[src/rtl/arv_fetch_2.sv]
// arv_fetch_2 : second instruction-fetch stage.
// Takes a PC from fetch 1, issues one outstanding read to instruction memory,
// and registers the returned word with its PC for decode. Flush kills any
// in-flight fetch; its response is swallowed in DRAIN.
// Optional build macro: ARV_FETCH_FAULT_EN (misaligned-PC and bus-error faults).
// ctrl_i packing: ctrl_i[1] = flush, ctrl_i[0] = stall.
module arv_fetch_2 #(
    parameter int unsigned          INSTR_W       = 32,
    parameter int unsigned          PHY_ADDR_SIZE = 32,
    parameter logic [31:0]          PC_RESET_ADDR = 32'h0000_0000,
    parameter logic [INSTR_W-1:0]   NOP_INSTR     = 32'h0000_0013
) (
    input  logic                     clk,
    input  logic                     rst,
    input  logic [1:0]               ctrl_i,
    input  logic                     f1_valid_i,
    input  logic [PHY_ADDR_SIZE-1:0] f1_i,
    output logic                     f1_ready_o,
    output logic                     imem_req_valid_o,
    output logic [PHY_ADDR_SIZE-1:0] imem_req_addr_o,
    input  logic                     imem_req_ready_i,
    input  logic                     imem_rsp_valid_i,
    input  logic [INSTR_W-1:0]       imem_rsp_data_i,
    input  logic                     imem_rsp_err_i,
    output logic                     f2_valid_o,
    output logic [PHY_ADDR_SIZE-1:0] f2_o,
    output logic [INSTR_W-1:0]       f2_instr_o,
    output logic                     f2_fault_o
);

    typedef enum logic [1:0] {
        IDLE  = 2'd0,
        REQ   = 2'd1,
        WAIT  = 2'd2,
        DRAIN = 2'd3
    } state_t;

    localparam logic [PHY_ADDR_SIZE-1:0] RST_PC = PC_RESET_ADDR[PHY_ADDR_SIZE-1:0];

    logic flush;
    logic stall;
    assign flush = ctrl_i[1];
    assign stall = ctrl_i[0];

    state_t                     state_q, state_d;
    logic [PHY_ADDR_SIZE-1:0]   addr_q, addr_d;
    logic                       kill_q, kill_d;
    logic                       req_valid_q, req_valid_d;
    logic                       f2_valid_q, f2_valid_d;
    logic [PHY_ADDR_SIZE-1:0]   f2_pc_q, f2_pc_d;
    logic [INSTR_W-1:0]         f2_instr_q, f2_instr_d;
    logic                       f2_fault_q, f2_fault_d;

    logic accept;
    logic [INSTR_W-1:0] rsp_instr;
    logic               rsp_fault;
    logic               misaligned;

`ifdef ARV_FETCH_FAULT_EN
    // A bus error replaces the word with a NOP and flags the fault.
    assign rsp_instr  = imem_rsp_err_i ? NOP_INSTR : imem_rsp_data_i;
    assign rsp_fault  = imem_rsp_err_i;
    assign misaligned = (f1_i[1:0] != 2'b00);
`else
    // Faults disabled: error and low PC bits are deliberately ignored.
    logic unused_err;
    assign unused_err = imem_rsp_err_i;
    assign rsp_instr  = imem_rsp_data_i;
    assign rsp_fault  = 1'b0;
    assign misaligned = 1'b0;
`endif

    // Accept only when idle, not flushing, and the output slot is free or draining this cycle.
    always_comb begin
        f1_ready_o = (state_q == IDLE) && !flush && (!f2_valid_q || !stall);
    end

    assign accept = f1_valid_i && f1_ready_o;

    // Next-state, request and output-slot logic; flush overrides everything else.
    always_comb begin
        state_d     = state_q;
        addr_d      = addr_q;
        kill_d      = kill_q;
        req_valid_d = req_valid_q;
        f2_valid_d  = f2_valid_q;
        f2_pc_d     = f2_pc_q;
        f2_instr_d  = f2_instr_q;
        f2_fault_d  = f2_fault_q;

        // Decode takes the slot whenever it is not stalled.
        if (f2_valid_q && !stall) begin
            f2_valid_d = 1'b0;
        end

        case (state_q)
            IDLE: begin
                if (accept) begin
                    if (misaligned) begin
                        // No memory access; fault goes straight to the slot.
                        f2_valid_d = 1'b1;
                        f2_pc_d    = f1_i;
                        f2_instr_d = NOP_INSTR;
                        f2_fault_d = 1'b1;
                    end else begin
                        addr_d      = f1_i;
                        req_valid_d = 1'b1;
                        state_d     = REQ;
                    end
                end
            end
            REQ: begin
                // A request once raised must complete; a flush only marks it dead.
                if (flush) begin
                    kill_d = 1'b1;
                end
                if (imem_req_ready_i) begin
                    req_valid_d = 1'b0;
                    kill_d      = 1'b0;
                    state_d     = (kill_q || flush) ? DRAIN : WAIT;
                end
            end
            WAIT: begin
                if (flush) begin
                    // Response arriving with the flush is simply dropped.
                    state_d = imem_rsp_valid_i ? IDLE : DRAIN;
                end else if (imem_rsp_valid_i) begin
                    f2_valid_d = 1'b1;
                    f2_pc_d    = addr_q;
                    f2_instr_d = rsp_instr;
                    f2_fault_d = rsp_fault;
                    state_d    = IDLE;
                end
            end
            DRAIN: begin
                if (imem_rsp_valid_i) begin
                    state_d = IDLE;
                end
            end
            default: begin
                state_d = IDLE;
            end
        endcase

        if (flush) begin
            f2_valid_d = 1'b0;
        end
    end

    // State and output registers with synchronous reset.
    always_ff @(posedge clk) begin
        if (rst) begin
            state_q     <= IDLE;
            addr_q      <= RST_PC;
            kill_q      <= 1'b0;
            req_valid_q <= 1'b0;
            f2_valid_q  <= 1'b0;
            f2_pc_q     <= RST_PC;
            f2_instr_q  <= NOP_INSTR;
            f2_fault_q  <= 1'b0;
        end else begin
            state_q     <= state_d;
            addr_q      <= addr_d;
            kill_q      <= kill_d;
            req_valid_q <= req_valid_d;
            f2_valid_q  <= f2_valid_d;
            f2_pc_q     <= f2_pc_d;
            f2_instr_q  <= f2_instr_d;
            f2_fault_q  <= f2_fault_d;
        end
    end

    assign imem_req_valid_o = req_valid_q;
    assign imem_req_addr_o  = addr_q;
    assign f2_valid_o       = f2_valid_q;
    assign f2_o             = f2_pc_q;
    assign f2_instr_o       = f2_instr_q;
    assign f2_fault_o       = f2_fault_q;

endmodule

[config.mk]
export PLATFORM = sky130hd
export DESIGN_NAME = arv_fetch_2
export DESIGN_NICKNAME = d
export VERILOG_FILES = /design/src/rtl/arv_fetch_2.sv
export SDC_FILE = /design/constraint.sdc
export NUM_CORES = 1
export LEC_CHECK = 0
export BUFFER_PORTS_ARGS = -buffer_cell sky130_fd_sc_hd__buf_4
export CAP_MARGIN = 40
export CORE_UTILIZATION = 50
export DETAILED_ROUTE_END_ITERATION = 8
export PLACE_DENSITY = 0.84
export REMOVE_ABC_BUFFERS = 1
export SYNTH_ARGS = -nofsm -noshare
export SYNTH_HDL_FRONTEND = slang
export SYNTH_SLANG_ARGS = --single-unit
[constraint.sdc]
create_clock -name clk -period 2.28 [get_ports clk]
set_input_delay 0.114 -clock clk [delete_from_list [all_inputs] [get_ports clk]]
set_output_delay 0.114 -clock clk [all_outputs]
set_load 0.005 [all_outputs]
==> impl_results.md, run 1 <==
- Slowest CP cell: dfxtp_1
- Port Buffer Count: 169
- Syn Area/Cell: 8.47 µm²
- Antenna viol nets, final: 0
- Total power: 3.55 mW
- CP bufs+invs: 1
- Synthesis Warnings: 0
- Family with the most delay on the worst path: flip-flops
- Worst Tran Pin Value: 0.524 ns
- Final Core Density: 0.766
- Placed insts: 687
- Multi-input gate area: 1630 µm²
- Slew HR: 0.651
- Max Buffers Root-to-Sink: 2
- Sequential element share of the synthesized area: 0.530
- Hold_sp: f1_i[16]
- Crit Path Class: flop to flop
- Core area: 7330 µm²
- Total gr overflow: 0
- Worst EP required: 2.56 ns
- Fin crit share: 0.772
- Clock sinks: 101
- Layout cell share with drive strength beyond 1: 0.312
- Pre-antenna DRT Iters: 4
- Post-Syn Area: 3810 µm²
- Leak: 2.28 nW
- Clock slew at reported path FFs: 0.10 ns
- Setup crit end kind: flop
- First-pass GRT wire length: 15.5 mm
- Worst-Skew Late Latency: 0.35 ns
- DRT iter0 DRCs: 150
- Minimum hold slack: 0.0106 ns
- Vias: 3,768
- I/O pin count: 172
- ANT cells: 0
- HP Class: input port to flop
- PD cells: 632 nW/µm²
- Synthesis-to-finish area growth: 47.2%
- Largest net degree at the start of global routing: 70
- Vias in the first global route: 3,361
- Post-synthesis register bit count: 101
- CP Max Fanout: 47
- Critical-path cell list: nor4bb_4, buf_4, nand2_1, a21oi_1
- Peak Freq: 568 MHz
- Die ar.: 7980 µm²
- Worst Path Arrival: 2.04 ns
- Drt drc: 0
- Crit path launch: state_q[1]$_SDFFE_PP0P_
- Synth unique cells: 25
- Chip width: 89.3 µm
- Via/cell ratio: 5.18
- Peak VDD IR: 0.394 mV
- Post-layout instance area: 5610 µm²
- Placement Cell Area: 5130 µm²
- Total CTS buffers: 9
- Sequential Area: 2020 µm²
- Chip height: 89.3 µm
- Slew Limit Fails: 0
- Worst r2r src: state_q[1]$_SDFFE_PP0P_
- Nets: 695
- Final Hold Fails: 0
- Hpwl dp: 6.73 mm
- Initial antenna violation count: 0
- Crit-path max cell delay: 0.59 ns
- Setup violations, final: 0
- Filler Cell Count: 514
- Clock Skew: 0.0137 ns
- Row cnt: 31
- Tot GR Track Use: 0.253
- Status: finished clean
- RSZ-0062 raised after global routing: false
- Resized Gates After CTS: 0
- CTS root buffer: clkbuf_8
- Cells after Synth: 450
- RD Place Congestion: 0.805
- CP Launch Type: flop
- TritonCTS clock tree: built
- Starting Density: 0.520
- H-tree levels: 3
- Final min period: 1.76 ns
- Post-route insts no fill: 727
- Wire per inst: 14.7 µm
- Max-Cap Viols: 0
- Drt total wl: 10.7 mm
[power by group]
| part | internal, mW | leakage (nW) | switching (mW) | total [mW] |
|---|---|---|---|---|
| logic | 0.211 | 1.35 | 0.156 | 0.367 |
| clock network | 0.735 | 0.114 | 0.604 | 1.34 |
| registers | 1.80 | 0.818 | 0.0357 | 1.84 |
[cell usage in the layout, fill, tap and decap left out, types with 2 or more instances in the layout]
cell type      instances
dfxtp_1              101
clkbuf_8               9
nand4b_1              32
o21ai_1               12
nand3b_1               5
bufinv_16              3
clkbuf_1               2
buf_4                178
inv_1                  2
dlygate4sd3_1         24
nand2b_1              33
a21oi_1               64
nand2_1              128
o21ai_0               20
[layout make-up]
cell class	count	share of cell area
multi-input combinational	306	0.290
clock buffer	11	0.0234
inverter	2	0.00134
timing repair buffer	203	0.284
sequential	101	0.360
clock inverter	5	0.0189
tap	99	0.0221
[layer usage]
| layer | GRT usage | vias to the layer above | part of all wire |
|---|---|---|---|
| li1 | - | 1848 | - |
| met1 | 0.284 | 1782 | 0.41 |
| met2 | 0.454 | 128 | 0.49 |
| met3 | 0.0933 | 10 | 0.088 |
| met4 | 0.0664 | 0 | 0.0094 |
| met5 | 0 | - | 0 |
[per-stage QoR]
stage,setup TNS (ns),setup WS (ns)
detailed placement,0,0.601
finish,0,0.520
global route,0,0.411
global placement,0,0.666
floorplan,-197.03,-3.02
CTS,0,0.567
[repair_timing]
item,CTS,global route
hold endpoints to repair,24,0
hold buffers,24,0
buffers inserted,0,0
[registers in the layout (all words and copies together) (netlist names)]
register and cells:
f2_instr_o 32, imem_req_valid_o 1, state_q 2, f2_valid_o 1, f2_o 32, kill_q 1
imem_req_addr_o 32
[synthesized netlist by cell type, drive strengths merged]
library cell | instances | area share
nor4bb | 1 | 0.0026
buf | 22 | 0.031
nand3b | 5 | 0.0098
conb | 1 | 0.00098
nor2 | 1 | 0.00098
a211oi | 1 | 0.0020
a22oi | 1 | 0.0020
a221o | 1 | 0.0026
o21ai | 32 | 0.042
nand4b | 32 | 0.073
and2 | 1 | 0.0016
nor3 | 1 | 0.0013
nand2 | 128 | 0.13
a21oi | 64 | 0.084
a31oi | 1 | 0.0016
nand2b | 33 | 0.054
clkbuf | 19 | 0.019
inv | 2 | 0.0020
nand4bb | 1 | 0.0030
dfxtp | 101 | 0.53
a2111oi | 1 | 0.0072
o311a | 1 | 0.0026
[final timing paths]
kind	slack (ns)	depth (start not counted)	endpoint
worst max-delay path	0.52	4	f2_instr_o[30]$_SDFFE_PP0P_
worst min-delay path	0.01	3	imem_req_addr_o[16]$_SDFFE_PP0P_
worst min register to register	0.46	2	f2_instr_o[27]$_SDFFE_PP0P_
worst max register to register	0.52	4	f2_instr_o[30]$_SDFFE_PP0P_
[cells by family (layout without fill, tap and decap cells)]
logic type,count (synthesis),count (layout),share of synthesized area
compound gates,102,102,0.144
buf+inv,43,221,0.0518
flops,101,101,0.530
other cells,1,1,0.000983
simple gates,203,203,0.273
[worst reg2reg max path, stage by stage (launching register included)]
cell and delay, ns:
dfxtp_1 0.59, nor4bb_4 0.29, buf_4 0.49, nand2_1 0.18, a21oi_1 0.14
(Power assumes the default switching activity.)
==> run 2: changes to the inputs <==
--- a/config.mk
+++ b/config.mk
@@ -7,9 +7,9 @@
 export LEC_CHECK = 0
 export BUFFER_PORTS_ARGS = -buffer_cell sky130_fd_sc_hd__buf_4
 export CAP_MARGIN = 40
-export CORE_UTILIZATION = 50
+export CORE_UTILIZATION = 47
 export DETAILED_ROUTE_END_ITERATION = 8
-export PLACE_DENSITY = 0.84
+export PLACE_DENSITY = 0.8
 export REMOVE_ABC_BUFFERS = 1
 export SYNTH_ARGS = -nofsm -noshare
 export SYNTH_HDL_FRONTEND = slang
==> constraint.sdc (replaced) <==
create_clock -name clk -period 1.7 [get_ports clk]
set_input_delay 0.085 -clock clk [delete_from_list [all_inputs] [get_ports clk]]
set_output_delay 0.085 -clock clk [all_outputs]
set_load 0.005 [all_outputs]
==> run 2 against run 1 <==
  * Sequential share of layout area decreased by 2.2 points
  * Largest power group unchanged
  * Final cell count rose by 4.8%
  * Clock power rose by 15%
  * Worst hold slack hardly changed
  * Largest cell class unchanged
  * First-iteration DRC count grew 11%
  * Register-to-register slack worse by 0.40 ns
  * Critical path depth down 1
  * Highest routed layer unchanged
  * Combinational power increased by 59%
  * Via count grew 4.4%
  * Design area is 6.7% higher
==> impl_results.md, run 2 (synthesis results as in run 1) <==
- Status: finished clean (unchanged)
- Hpwl dp: 6.84 mm (was 6.73 mm)
- ANT cells: 0 (unchanged)
- I/O pin count: 172 (unchanged)
- Crit-path max cell delay: 0.47 ns (was 0.59 ns)
- Row cnt: 32 (was 31)
- Slew Limit Fails: 0 (unchanged)
- Core area: 7810 µm² (was 7330 µm²)
- Initial antenna violation count: 0 (unchanged)
- Sw power: 1.06 mW (was 0.796 mW)
- Reg power frac: 0.538 (was 0.519)
- Leak: 2.43 nW (was 2.28 nW)
- Nets: 728 (was 695)
- Clock power frac: 0.334 (was 0.378)
- Wire per inst: 14.9 µm (was 14.7 µm)
- Commonest cells after routing, fill and taps aside: buf_4, nand2_1, dfxtp_1, a21oi_1, dlygate4sd3_1 (was buf_4, nand2_1, dfxtp_1, a21oi_1, nand2b_1)
- Placed insts: 690 (was 687)
- Setup crit end kind: primary output (was flop)
- First-pass GRT wire length: 17.7 mm (was 15.5 mm)
- Max-Cap Viols: 0 (unchanged)
- Filler Cell Count: 535 (was 514)
- Peak Freq: 620 MHz
- Die ar.: 8480 µm² (was 7980 µm²)
- TritonCTS clock tree: built (unchanged)
- Via/cell ratio: 5.16 (was 5.18)
- Peak VDD IR: 0.444 mV (was 0.394 mV)
- Post-route insts no fill: 762 (was 727)
- Comb power frac: 0.127 (was 0.104)
- Clock Skew: 0.0113 ns (was 0.0137 ns)
- PD cells: 767 nW/µm² (was 632 nW/µm²)
- Antenna viol nets, final: 0 (unchanged)
- Slowest CP cell: a2111oi_4 (was dfxtp_1)
- Max Buffers Root-to-Sink: 2 (unchanged)
- Fin crit share: 0.949
- Final Hold Fails: 0 (unchanged)
- CP Max Fanout: 17 (was 47)
- RSZ-0062 raised after global routing: false (unchanged)
- Most common cell after layout, fill and taps aside: buf_4 (unchanged)
- Chip width: 92.1 µm (was 89.3 µm)
- Clock slew at reported path FFs: 0.09 ns (was 0.10 ns)
- Internal: 3.53 mW (was 2.75 mW)
- Setup violations, final: 0 (unchanged)
- Total CTS buffers: 9 (unchanged)
- Critical-path cell list: a2111oi_4, buf_12, buf_4 (was nor4bb_4, buf_4, nand2_1, a21oi_1)
- Worst-Skew Late Latency: 0.35 ns (about the same)
- Final worst slack: 0.0873 ns (was 0.520 ns)
- Worst EP required: 1.62 ns (was 2.56 ns)
- HP Class: input port to flop (unchanged)
- Setup TNS: 0 ns (unchanged)
- DRT iter0 DRCs: 167 (was 150)
- Family with the most delay on the worst path: compound AO/OA/AOI/OAI gates (was flip-flops)
- Drt drc: 0 (unchanged)
- Largest net degree at the start of global routing: 75 (was 70)
- Crit Path Class: flop to primary output (was flop to flop)
- Port Buffer Count: 169 (unchanged)
- CP bufs+invs: 2 (was 1)
- Pre-antenna DRT Iters: 4 (unchanged)
- Clock sinks: 101 (unchanged)
- Tot GR Track Use: 0.261 (was 0.253)
- Starting Density: 0.488 (was 0.520)
- Total gr overflow: 0 (unchanged)
- Switching part of the total: 0.232 (was 0.224)
- CTS root buffer: clkbuf_8 (unchanged)
- CP Launch Type: flop (unchanged)
- Vias: 3,933 (was 3,768)
- Layout cell share with drive strength beyond 1: 0.303 (was 0.312)
- Final min period: 1.61 ns
- Synthesis-to-finish area growth: 57.0% (was 47.2%)
- Worst Path Arrival: 1.53 ns (was 2.04 ns)
- Vias in the first global route: 3,837 (was 3,361)
- Drt total wl: 11.4 mm (was 10.7 mm)
- Multi-input gate area: 1630 µm² (unchanged)
- Chip height: 92.1 µm (was 89.3 µm)
- Pre-CTS WS: 0.101 ns (was 0.601 ns)
- H-tree levels: 3 (unchanged)
- Sequential Area: 2020 µm² (about the same)
- RD Place Congestion: 0.768 (was 0.805)
==> run 2: cell types whose count changed in the layout (fill, tap and decap cells not counted), moves of 2 or more <==
cell           before  now
dlygate4sd3_1      24   55
dfxtp_1           101   99
clkbuf_8            9   11
buf_4             178  174
buf_12              1    6
bufinv_16           3    1
dfxtp_2             0    2
==> run 2: what timing repair did <==
| action | in CTS | in global routing |
|---|---|---|
| gates cloned | 0 | 1 |
| endpoints found under the setup margin | 1 | 9 |
| hold buffers | 53 | 2 |
| pin swaps | 0 | 1 |
| resized for setup | 3 | 2 |
| setup buffers | 0 | 1 |
| endpoints found under the hold margin | 53 | 2 |
==> run 2: metal layers <==
| layer | vias to the layer above | routed length [µm] | GRT usage |
|---|---|---|---|
| li1 | 1913 | - | - |
| met2 | 156 | 5750 | 0.463 |
| met5 | - | 0 | 0 |
| met4 | 0 | 132 | 0.0951 |
| met3 | 13 | 709 | 0.0589 |
| met1 | 1851 | 4800 | 0.306 |
==> run 2: cell type report <==
class | count | share of cell area
flip-flops and latches | 101 | 0.338
repair buffers | 236 | 0.334
multi-input cells | 306 | 0.271
clock buffers | 12 | 0.0259
well taps | 102 | 0.0213
clock inverters | 3 | 0.00752
inverters | 2 | 0.00125
==> run 2: power groups by stage <==
stage | clock (mW) | sequential, mW | combinational, mW
final | 1.54 | 2.47 | 0.585
after global routing | 1.65 | 2.48 | 0.625
after floorplan | 0 | 2.52 | 0.122
after CTS | 1.56 | 2.47 | 0.555
after detailed placement | 0 | 2.52 | 0.448
after global placement | 0 | 2.52 | 0.437
==> run 2: worst paths after layout <==
kind / startpoint / endpoint / slack, ns / cells after the start
max reg2reg: f2_valid_o$_SDFF_PP0_ / imem_req_addr_o[10]$_SDFFE_PP0P_ / 0.12 / 4
max: f2_valid_o$_SDFF_PP0_ / f1_ready_o / 0.09 / 3
min: f1_i[10] / imem_req_addr_o[10]$_SDFFE_PP0P_ / 0.01 / 3
min reg2reg: f2_o[25]$_SDFFE_PP0P_ / f2_o[25]$_SDFFE_PP0P_ / 0.46 / 2
==> run 2: stage by stage <==
step | hold slack [ns] | power (mW) | util | cell area [µm²]
finish | 0.0101 | 4.59 | 0.767 | 5990
global route | 0.0109 | 4.76 | 0.767 | 5990
detailed placement | 0.311 | 2.97 | 0.665 | 5190
global placement | 0.303 | 2.96 | 0.665 | 5190
floorplan | 0.154 | 2.64 | - | 3620
CTS | 0.000217 | 4.59 | 0.760 | 5930
==> run 2: worst min-delay path: cells and delay by family <==
kind / cells / cell delay, ns
and+or+nand+nor: 1 / 0.08
buffers and inverters: 1 / 0.08
AOI/OAI and AO/OA: 1 / 0.08
